## config.mk

```make
export PLATFORM = sky130hd
export DESIGN_NAME = fwd_hazard_scoreboard
export DESIGN_NICKNAME = d
export VERILOG_FILES = /design/src/rtl/fwd_hazard_scoreboard_pkg.sv /design/src/rtl/fwd_hazard_scoreboard_src_resolve.sv /design/src/rtl/fwd_hazard_scoreboard.sv
export SDC_FILE = /design/constraint.sdc
export NUM_CORES = 1
export LEC_CHECK = 0
export BUFFER_PORTS_ARGS = -buffer_cell sky130_fd_sc_hd__buf_2
export CORE_MARGIN = 4
export CORE_UTILIZATION = 55
export DETAILED_ROUTE_END_ITERATION = 12
export PLACE_DENSITY = 0.75
export SYNTH_ARGS = -nofsm -noshare
export SYNTH_HDL_FRONTEND = slang
export SYNTH_SLANG_ARGS = --single-unit
```

## constraint.sdc

```tcl
create_clock -name clk -period 5.9 [get_ports clk]
set_input_delay 1.77 -clock clk [delete_from_list [all_inputs] [get_ports clk]]
set_output_delay 1.77 -clock clk [all_outputs]
set_load 0.01 [all_outputs]
```

## src/rtl/fwd_hazard_scoreboard_pkg.sv

```systemverilog
// Shared encodings for the forwarding/hazard unit: forward select codes
// and the stage-index to select-code mapping.
package fwd_pkg;

  localparam int FWD_RF = 0;

  // Select codes of the original two-stage unit, kept bit-identical.
  localparam logic [1:0] FWD_EXMEM = 2'b10;
  localparam logic [1:0] FWD_MEMWB = 2'b01;

  // Youngest stage gets the highest code so the legacy encoding falls out at 2 stages.
  function automatic int fwd_code(input int num_stages, input int i);
    return num_stages - i;
  endfunction

endpackage

```

## src/rtl/fwd_hazard_scoreboard_src_resolve.sv

```systemverilog
// Resolves one source operand against the forwarding stages and the
// long-latency busy bit for that register.
module fwd_src_resolve
  import fwd_pkg::*;
#(
  parameter int REG_W      = 5,
  parameter int NUM_STAGES = 2,
  parameter int FWD_W      = $clog2(NUM_STAGES + 1)
) (
  input  logic [REG_W-1:0]                  src,
  input  logic                              used,
  input  logic [NUM_STAGES-1:0][REG_W-1:0]  stg_rd,
  input  logic [NUM_STAGES-1:0]             stg_reg_write,
  input  logic [NUM_STAGES-1:0]             stg_data_ok,
  input  logic                              src_busy,
  output logic [FWD_W-1:0]                  fwd,
  output logic                              src_stall
);

  logic hit;

  // Youngest hit wins; an in-flight load in a young stage masks older copies.
  always_comb begin
    fwd       = FWD_W'(FWD_RF);
    src_stall = 1'b0;
    hit       = 1'b0;
    if (used && src != '0) begin
      for (int i = 0; i < NUM_STAGES; i++) begin
        if (!hit && stg_reg_write[i] && stg_rd[i] == src) begin
          hit = 1'b1;
          if (stg_data_ok[i]) fwd = FWD_W'(fwd_code(NUM_STAGES, i));
          else                src_stall = 1'b1;
        end
      end
      if (!hit && src_busy) src_stall = 1'b1;
    end
  end

endmodule

```

## src/rtl/fwd_hazard_scoreboard.sv

```systemverilog
// ID/EX forwarding and hazard unit: N-stage operand forwarding, load-use
// stall, and a per-register countdown scoreboard for long-latency ops.
module fwd_hazard_scoreboard
  import fwd_pkg::*;
#(
  parameter int REG_W      = 5,
  parameter int NREGS      = 32,
  parameter int NUM_STAGES = 2,
  parameter int MAX_LAT    = 8,
  parameter int LAT_W      = $clog2(MAX_LAT + 1),
  parameter int FWD_W      = $clog2(NUM_STAGES + 1)
) (
  input  logic                          clk,
  input  logic                          rst,
  input  logic                          id_valid,
  input  logic [REG_W-1:0]              id_rs1,
  input  logic [REG_W-1:0]              id_rs2,
  input  logic                          id_use_rs1,
  input  logic                          id_use_rs2,
  input  logic [REG_W-1:0]              id_rd,
  input  logic                          id_reg_write,
  input  logic [LAT_W-1:0]              id_lat,
  input  logic                          flush,
  input  logic [NUM_STAGES*REG_W-1:0]   stg_rd,
  input  logic [NUM_STAGES-1:0]         stg_reg_write,
  input  logic [NUM_STAGES-1:0]         stg_data_ok,
  output logic [FWD_W-1:0]              forward_a,
  output logic [FWD_W-1:0]              forward_b,
  output logic                          stall,
  output logic [NREGS-1:0]              sb_busy,
  output logic [31:0]                   stall_count
);

  localparam int NSRC = 2;

  logic [NREGS-1:0][LAT_W-1:0]       cnt;
  logic [NUM_STAGES-1:0][REG_W-1:0]  stg_rd_arr;
  logic [NSRC-1:0][REG_W-1:0]        src;
  logic [NSRC-1:0]                   src_used;
  logic [NSRC-1:0]                   src_busy;
  logic [NSRC-1:0][FWD_W-1:0]        src_fwd;
  logic [NSRC-1:0]                   src_stall;
  logic                              waw;
  logic                              accept;
  logic                              sb_load;
  logic [LAT_W-1:0]                  lat_clamp;

  assign stg_rd_arr = stg_rd;
  assign src        = {id_rs2, id_rs1};
  assign src_used   = {id_use_rs2, id_use_rs1};

  genvar r;
  generate
    for (r = 0; r < NREGS; r++) begin : g_busy
      assign sb_busy[r] = |cnt[r];
    end
  endgenerate

  genvar s;
  generate
    for (s = 0; s < NSRC; s++) begin : g_src
      assign src_busy[s] = sb_busy[src[s]];
      fwd_src_resolve #(
        .REG_W      (REG_W),
        .NUM_STAGES (NUM_STAGES),
        .FWD_W      (FWD_W)
      ) u_res (
        .src           (src[s]),
        .used          (src_used[s]),
        .stg_rd        (stg_rd_arr),
        .stg_reg_write (stg_reg_write),
        .stg_data_ok   (stg_data_ok),
        .src_busy      (src_busy[s]),
        .fwd           (src_fwd[s]),
        .src_stall     (src_stall[s])
      );
    end
  endgenerate

  // Re-issuing to a register with a long op still outstanding would let the
  // older writeback land on top of the younger one.
  assign waw = id_valid && id_reg_write && id_rd != '0 && sb_busy[id_rd];

  assign stall     = id_valid && !flush && (src_stall[0] || src_stall[1] || waw);
  assign forward_a = id_valid ? src_fwd[0] : FWD_W'(FWD_RF);
  assign forward_b = id_valid ? src_fwd[1] : FWD_W'(FWD_RF);

  assign accept    = id_valid && !stall && !flush;
  assign sb_load   = accept && id_reg_write && id_rd != '0 && id_lat != '0;
  assign lat_clamp = (id_lat > LAT_W'(MAX_LAT)) ? LAT_W'(MAX_LAT) : id_lat;

  always_ff @(posedge clk) begin
    if (rst) begin
      cnt <= '0;
    end else begin
      for (int i = 0; i < NREGS; i++)
        if (cnt[i] != '0) cnt[i] <= cnt[i] - 1'b1;
      if (sb_load) cnt[id_rd] <= lat_clamp;
      cnt[0] <= '0;
    end
  end

  always_ff @(posedge clk) begin
    if (rst)                               stall_count <= '0;
    else if (stall && stall_count != '1)   stall_count <= stall_count + 32'd1;
  end

endmodule

```

Word level (Yosys, flattened, before mapping)
Index checks and enable logic that the tools add are counted.
{ "totals": {"out_inout_bits": 69, "wordCells": 279, "reg_bits": 160} }
{ "classes": {"addsub": 33, "magnitude_cmp": 5, "reduce_logical": 98, "eq_ne": 5, "muxes": 105} }
{ "ops": {"columns": ["operator", "n"], "rows": [
  ["4-bit 2-to-1 mux", 66],
  ["4-bit nonzero test", 33],
  ["128-bit bitwise mux", 1],
  ["128-bit 2-to-1 mux", 1],
  ["4-bit OR reduction", 32],
  ["4-bit by 1-bit subtractor with 4-bit output, second input constant", 32],
  ["32-bit by 1-bit adder with 32-bit output, second input constant", 1],
  ["32-bit != test, second input constant", 1],
  ["1-bit logical AND", 22],
  ["1-bit 2-to-1 mux", 22],
  ["2-bit 2-to-1 mux", 11],
  ["4-bit demux with 5-bit select", 1],
  ["5-bit == test", 4],
  ["5-bit by 6-bit less-than comparator with 1-bit output, second input constant", 3],
  ["1-bit binary-select mux with 5-bit select", 3],
  ["5-bit nonzero test", 3],
  ["1-bit zero test", 6],
  ["5-bit by 1-bit greater-or-equal comparator with 1-bit output, second input constant", 1],
  ["4-bit greater-than comparator, second input constant", 1],
  ["1-bit logical OR", 2]
]} }

Depth between registers and ports, before layout
{ "logic_depth": {"depth_word": 23, "mapped_depth": 13, "mapped_depth_nobuf": 11} }

By module
Synthesis repeated with hierarchy kept, for this count alone.
{ "hier_totals": {"cells_unflattened": 1212, "area_unflattened_um2": 10351.2} }
{ "modules_own_cells": {"columns": ["module", "instances", "seq_area_each_um2", "cells_each", "area_each_um2"], "rows": [
  ["fwd_hazard_scoreboard", 1, 3123.0, 1156, 9893.2],
  ["fwd_src_resolve", 2, 0.0, 28, 229.0]
]} }

Worst setup path before layout
No wires, ideal clock.
{ "synth_timing": {"path_type": "input port to output port", "start": "in id_rs2[1]", "end": "out stall", "n_path_buf": 3, "arrival_time_ns": 3.968, "stages": 10, "required_time_ns": 4.130, "slack_ns": 0.162, "cell_sequence": "buf_2 nor4b_1 a2111oi_0 a2111oi_0 or4_1 a2111oi_4 nor4b_4 buf_6 buf_2 nor2_1"} }
{ "synth_via": {"elab_chain_cells": 16, "elab_cells_between_ends": 24} }
{ "synth_lines": {"columns": ["item", "line", "text"], "rows": [
  ["start: declaration", "fwd_hazard_scoreboard.sv:17", "input logic [REG_W-1:0] id_rs2,"],
  ["5-bit == test", "fwd_hazard_scoreboard_src_resolve.sv:29", "if (!hit && stg_reg_write[i] && stg_rd[i] == src) begin"],
  ["1-bit logical AND", "fwd_hazard_scoreboard_src_resolve.sv:29", null],
  ["1-bit 2-to-1 mux", "fwd_hazard_scoreboard_src_resolve.sv:29", null],
  ["1-bit 2-to-1 mux", "fwd_hazard_scoreboard_src_resolve.sv:27", "if (used && src != '0) begin"],
  ["1-bit zero test", "fwd_hazard_scoreboard_src_resolve.sv:29", null],
  ["1-bit logical AND (2 in a row)", "fwd_hazard_scoreboard_src_resolve.sv:29", null],
  ["1-bit 2-to-1 mux", "fwd_hazard_scoreboard_src_resolve.sv:29", null],
  ["1-bit 2-to-1 mux", "fwd_hazard_scoreboard_src_resolve.sv:27", null],
  ["1-bit zero test", "fwd_hazard_scoreboard_src_resolve.sv:35", "if (!hit && src_busy) src_stall = 1'b1;"],
  ["1-bit logical AND", "fwd_hazard_scoreboard_src_resolve.sv:35", null],
  ["1-bit 2-to-1 mux", "fwd_hazard_scoreboard_src_resolve.sv:35", null],
  ["1-bit 2-to-1 mux (*)", "fwd_hazard_scoreboard_src_resolve.sv:27", null],
  ["1-bit logical OR (*) (2 in a row)", "fwd_hazard_scoreboard.sv:84", "assign stall = id_valid && !flush && (src_stall[0] || src_stall[1] || waw);"],
  ["1-bit logical AND (*)", "fwd_hazard_scoreboard.sv:84", null],
  ["end: declaration", "fwd_hazard_scoreboard.sv:29", "output logic stall,"]
]} }
Every way passes the cells marked *; elsewhere a longest branch is shown, timed or not. The select of a mux whose other input is x is not followed.

Worst setup path in the final report
Same ends and word-level chain as after synthesis.

==> flow_summary.ini <==
[worst_setup_path]
r2r_slack_ns = 1.52
critPathKind = in -> out
crit_fanout = 9
crit_top_cell = buf_2
arrival_ns = 3.99
crit_slowest_cell = or4_1
crit_buf_inv = 2
cp-start-kind = input port
critPathLaunch = id_rs2[1]
crit_end = stall
reg2reg_to = cnt[68]
critPathTopFamily = compound AO/OA/AOI/OAI gates
path_cells = buf_2 > nor4b_1 > a2111oi_1 > a2111oi_0 > or4_1 > a2111oi_4 > nor4b_4 > nor2_1 > buf_2
r2r-start = cnt[120]
slowest_delay_ns = 0.59
required_ns = 4.13
r2r_cells = 11
cp_num_cells = 9
endpoint_kind = output port

[clocking]
clk_pin_slew_worst_paths_ns = 0.07
clock-sinks = 156
htree_levels = 4
numCtsBuffers = 17
worst_skew_pair.late_latency_ns = 0.44
clockBufferDepth = 2
cts_tree = done
cts-root-buf = clkbuf_16

[timing]
worst_slack_ns = 0.136
worstMarginPinSlew_ns = 1.13
max_freq_mhz = 174
slew_headroom_pct = 24.8
skew_ns = 0.0118
finalSetupTns_ns = 0
fin_crit_ns = 5.76
final-setup-viol-count = 0
hold_viol = 0
final_max_slew_viol_count = 0
period_share_pct = 97.7
rsz0062_at_grt = no

[drt]
drc_errors = 0
viasPerCell = 6.20
wl_per_cell_um = 18.1
firstDrtPassIters = 6
drtIter0Drc = 790
postRouteAntennaNets = 0
wirelength_mm = 28.6
vias = 9822

[synth]
ys_ff_latch = 156
synth_cell_types = 67
yosysWarnings = 0
synthTopCellsByArea = dfxtp_1 31%, a21oi_1 5.1%, mux2i_1 5.0%
synthTopCellsByCount = 156 x dfxtp_1, 116 x inv_1, 104 x a21oi_1, 99 x nand3_1, 92 x nand2_1
post-synth-top-count-cell = dfxtp_1
synth_top_area_share_pct = 30.7
synth-seq-area-share_pct = 30.7
synth_area_um2 = 10200
synth_top_area_cell = dfxtp_1
synthCells = 1282
syn_nets = 1354
ys.flop_type = dfxtp_1
async_reset_ff_share_pct = 0
synth-edff-count = 0
avgSynthCellArea_um2 = 7.95

[floorplanning]
floorplan.initialDensity_pct = 56.3
die_x_um = 144
core_um2 = 18100
die_h_um = 144
num_rows = 49
pin_count = 109
dieArea_um2 = 20800

[pwr]
power_frac_seq_pct = 28.6
switchingPower_mw = 2.40
power.density_nw_per_um2 = 495
irDropWorstVdd_uv = 302
combPwrFrac_pct = 51.7
p_leak_nw = 4.76
clockPowerShare_pct = 19.7
switching_share_pct = 42.3
power.internal_mw = 3.26

[place]
dpl.hpwl_mm = 19.6
post-place-ws_ns = 0.109
place_congestion = 0.934
port_buffers = 107

[final_layout]
drive_above_1_share_pct = 17.4
finalCoreUtilization_pct = 63.2
syn_to_final_growth_pct = 12.2
antennaDiodeCount = 0
nets = 1413
nFillCells = 1575

[worst_hold_path]
min_path_type = reg -> reg

[grt]
grt_max_degree = 76
grt_pass1_vias = 9111
grt_antenna_before_repair = 0
grt_pass1_wl_mm = 46.1
grt_usage_pct = 27.6
grt_overflow = 0

[outcome]
status = completed

[run]
max_cap_viol_count = 0
==> through the flow <==
| stage | cell area (µm²) | hold WS, ns | instances | total power [mW] |
|---|---|---|---|---|
| detailed placement | 10800 | 0.487 | 1550 | 4.51 |
| global route | 11400 | 0.530 | 1583 | 6.12 |
| finish | 11400 | 0.496 | 1583 | 5.66 |
| floorplan | 10200 | 0.504 | 1282 | 3.80 |
| global placement | 10800 | 0.477 | 1550 | 4.42 |
| CTS | 11400 | 0.496 | 1582 | 5.63 |
==> logic make-up (layout without fill, tap and decap cells) <==
logic type,after synthesis,after routing,synth area share [%]
mux,97,97,10.6
flops,156,156,30.7
fa+ha+maj,32,32,3.93
simple gates,487,487,27.1
buf+inv,210,282,8.12
other cells,1,1,0.0368
xor+xnor,50,50,4.30
compound gates,249,249,15.3
==> per-layer routing <==
| layer | vias to the layer above | wire [µm] | share of wire (%) | GRT usage (%) |
|---|---|---|---|---|
| li1 | 4737 | - | - | - |
| met1 | 4628 | 12700 | 44 | 37.3 |
| met2 | 395 | 13000 | 45 | 44.4 |
| met3 | 62 | 2200 | 7.7 | 5.36 |
| met4 | 0 | 748 | 2.6 | 8.82 |
| met5 | - | 0 | 0 | 0 |
==> power groups by stage <==
stage | clock network [mW] | registers [mW] | logic [mW]
floorplan | 0 | 1.58 | 2.22
global placement | 0 | 1.62 | 2.80
detailed placement | 0 | 1.63 | 2.88
CTS | 1.12 | 1.61 | 2.90
global route | 1.17 | 1.66 | 3.29
finish | 1.11 | 1.62 | 2.93
==> worst min path at each step <==
| stage | startpoint | to | slack, ns | cells after the start |
|---|---|---|---|---|
| after floorplan | stall_count[26] | stall_count[26] | 0.50 | 2 |
| after global placement | stall_count[26] | stall_count[26] | 0.48 | 2 |
| after detailed placement | stall_count[9] | stall_count[9] | 0.49 | 2 |
| after CTS | stall_count[26] | stall_count[26] | 0.50 | 2 |
| after global routing | stall_count[9] | stall_count[9] | 0.53 | 2 |
| final | stall_count[28] | stall_count[28] | 0.50 | 2 |
==> timing repair <==
| action | 4_1_cts | 5_1_grt |
|---|---|---|
| hold buffers | 0 | 0 |
| setup endpoints to repair | 0 | 1 |
| resized for setup | 0 | 3 |
| setup buffers | 0 | 1 |
==> registers in the layout, indices dropped and copies added, names as in the netlist <==
register,count
cnt,124
stall_count,32
==> cell type report <==
| class | count | area (µm²) | share of cell area, % |
|---|---|---|---|
| tap | 229 | 287 | 2.51 |
| inverter | 117 | 439 | 3.84 |
| timing repair buffer | 133 | 733 | 6.41 |
| clock buffer | 20 | 457 | 3.99 |
| multi-input combinational | 916 | 6260 | 54.7 |
| sequential | 156 | 3120 | 27.3 |
| clock inverter | 12 | 138 | 1.20 |
==> worst min-delay path, cell delays in order, from the launching register on <==
cell     delay [ns]
dfxtp_1        0.33
o31ai_1        0.07
a21oi_1        0.05
==> cells in the final DEF (no fill, tap or decap), types with 27 or more instances in the layout <==
cell type    n
a21oi_1    104
buf_2      106
buf_4       27
dfxtp_1    156
ha_1        32
inv_1      116
mux2_2      33
mux2i_1     51
nand2_1     92
nand3_1     99
nor2_1      50
nor3_1      44
nor3b_1     37
o211ai_1    34
o21ai_0     34
xnor2_1     34
No activity file was read; power rests on OpenSTA's default activity.
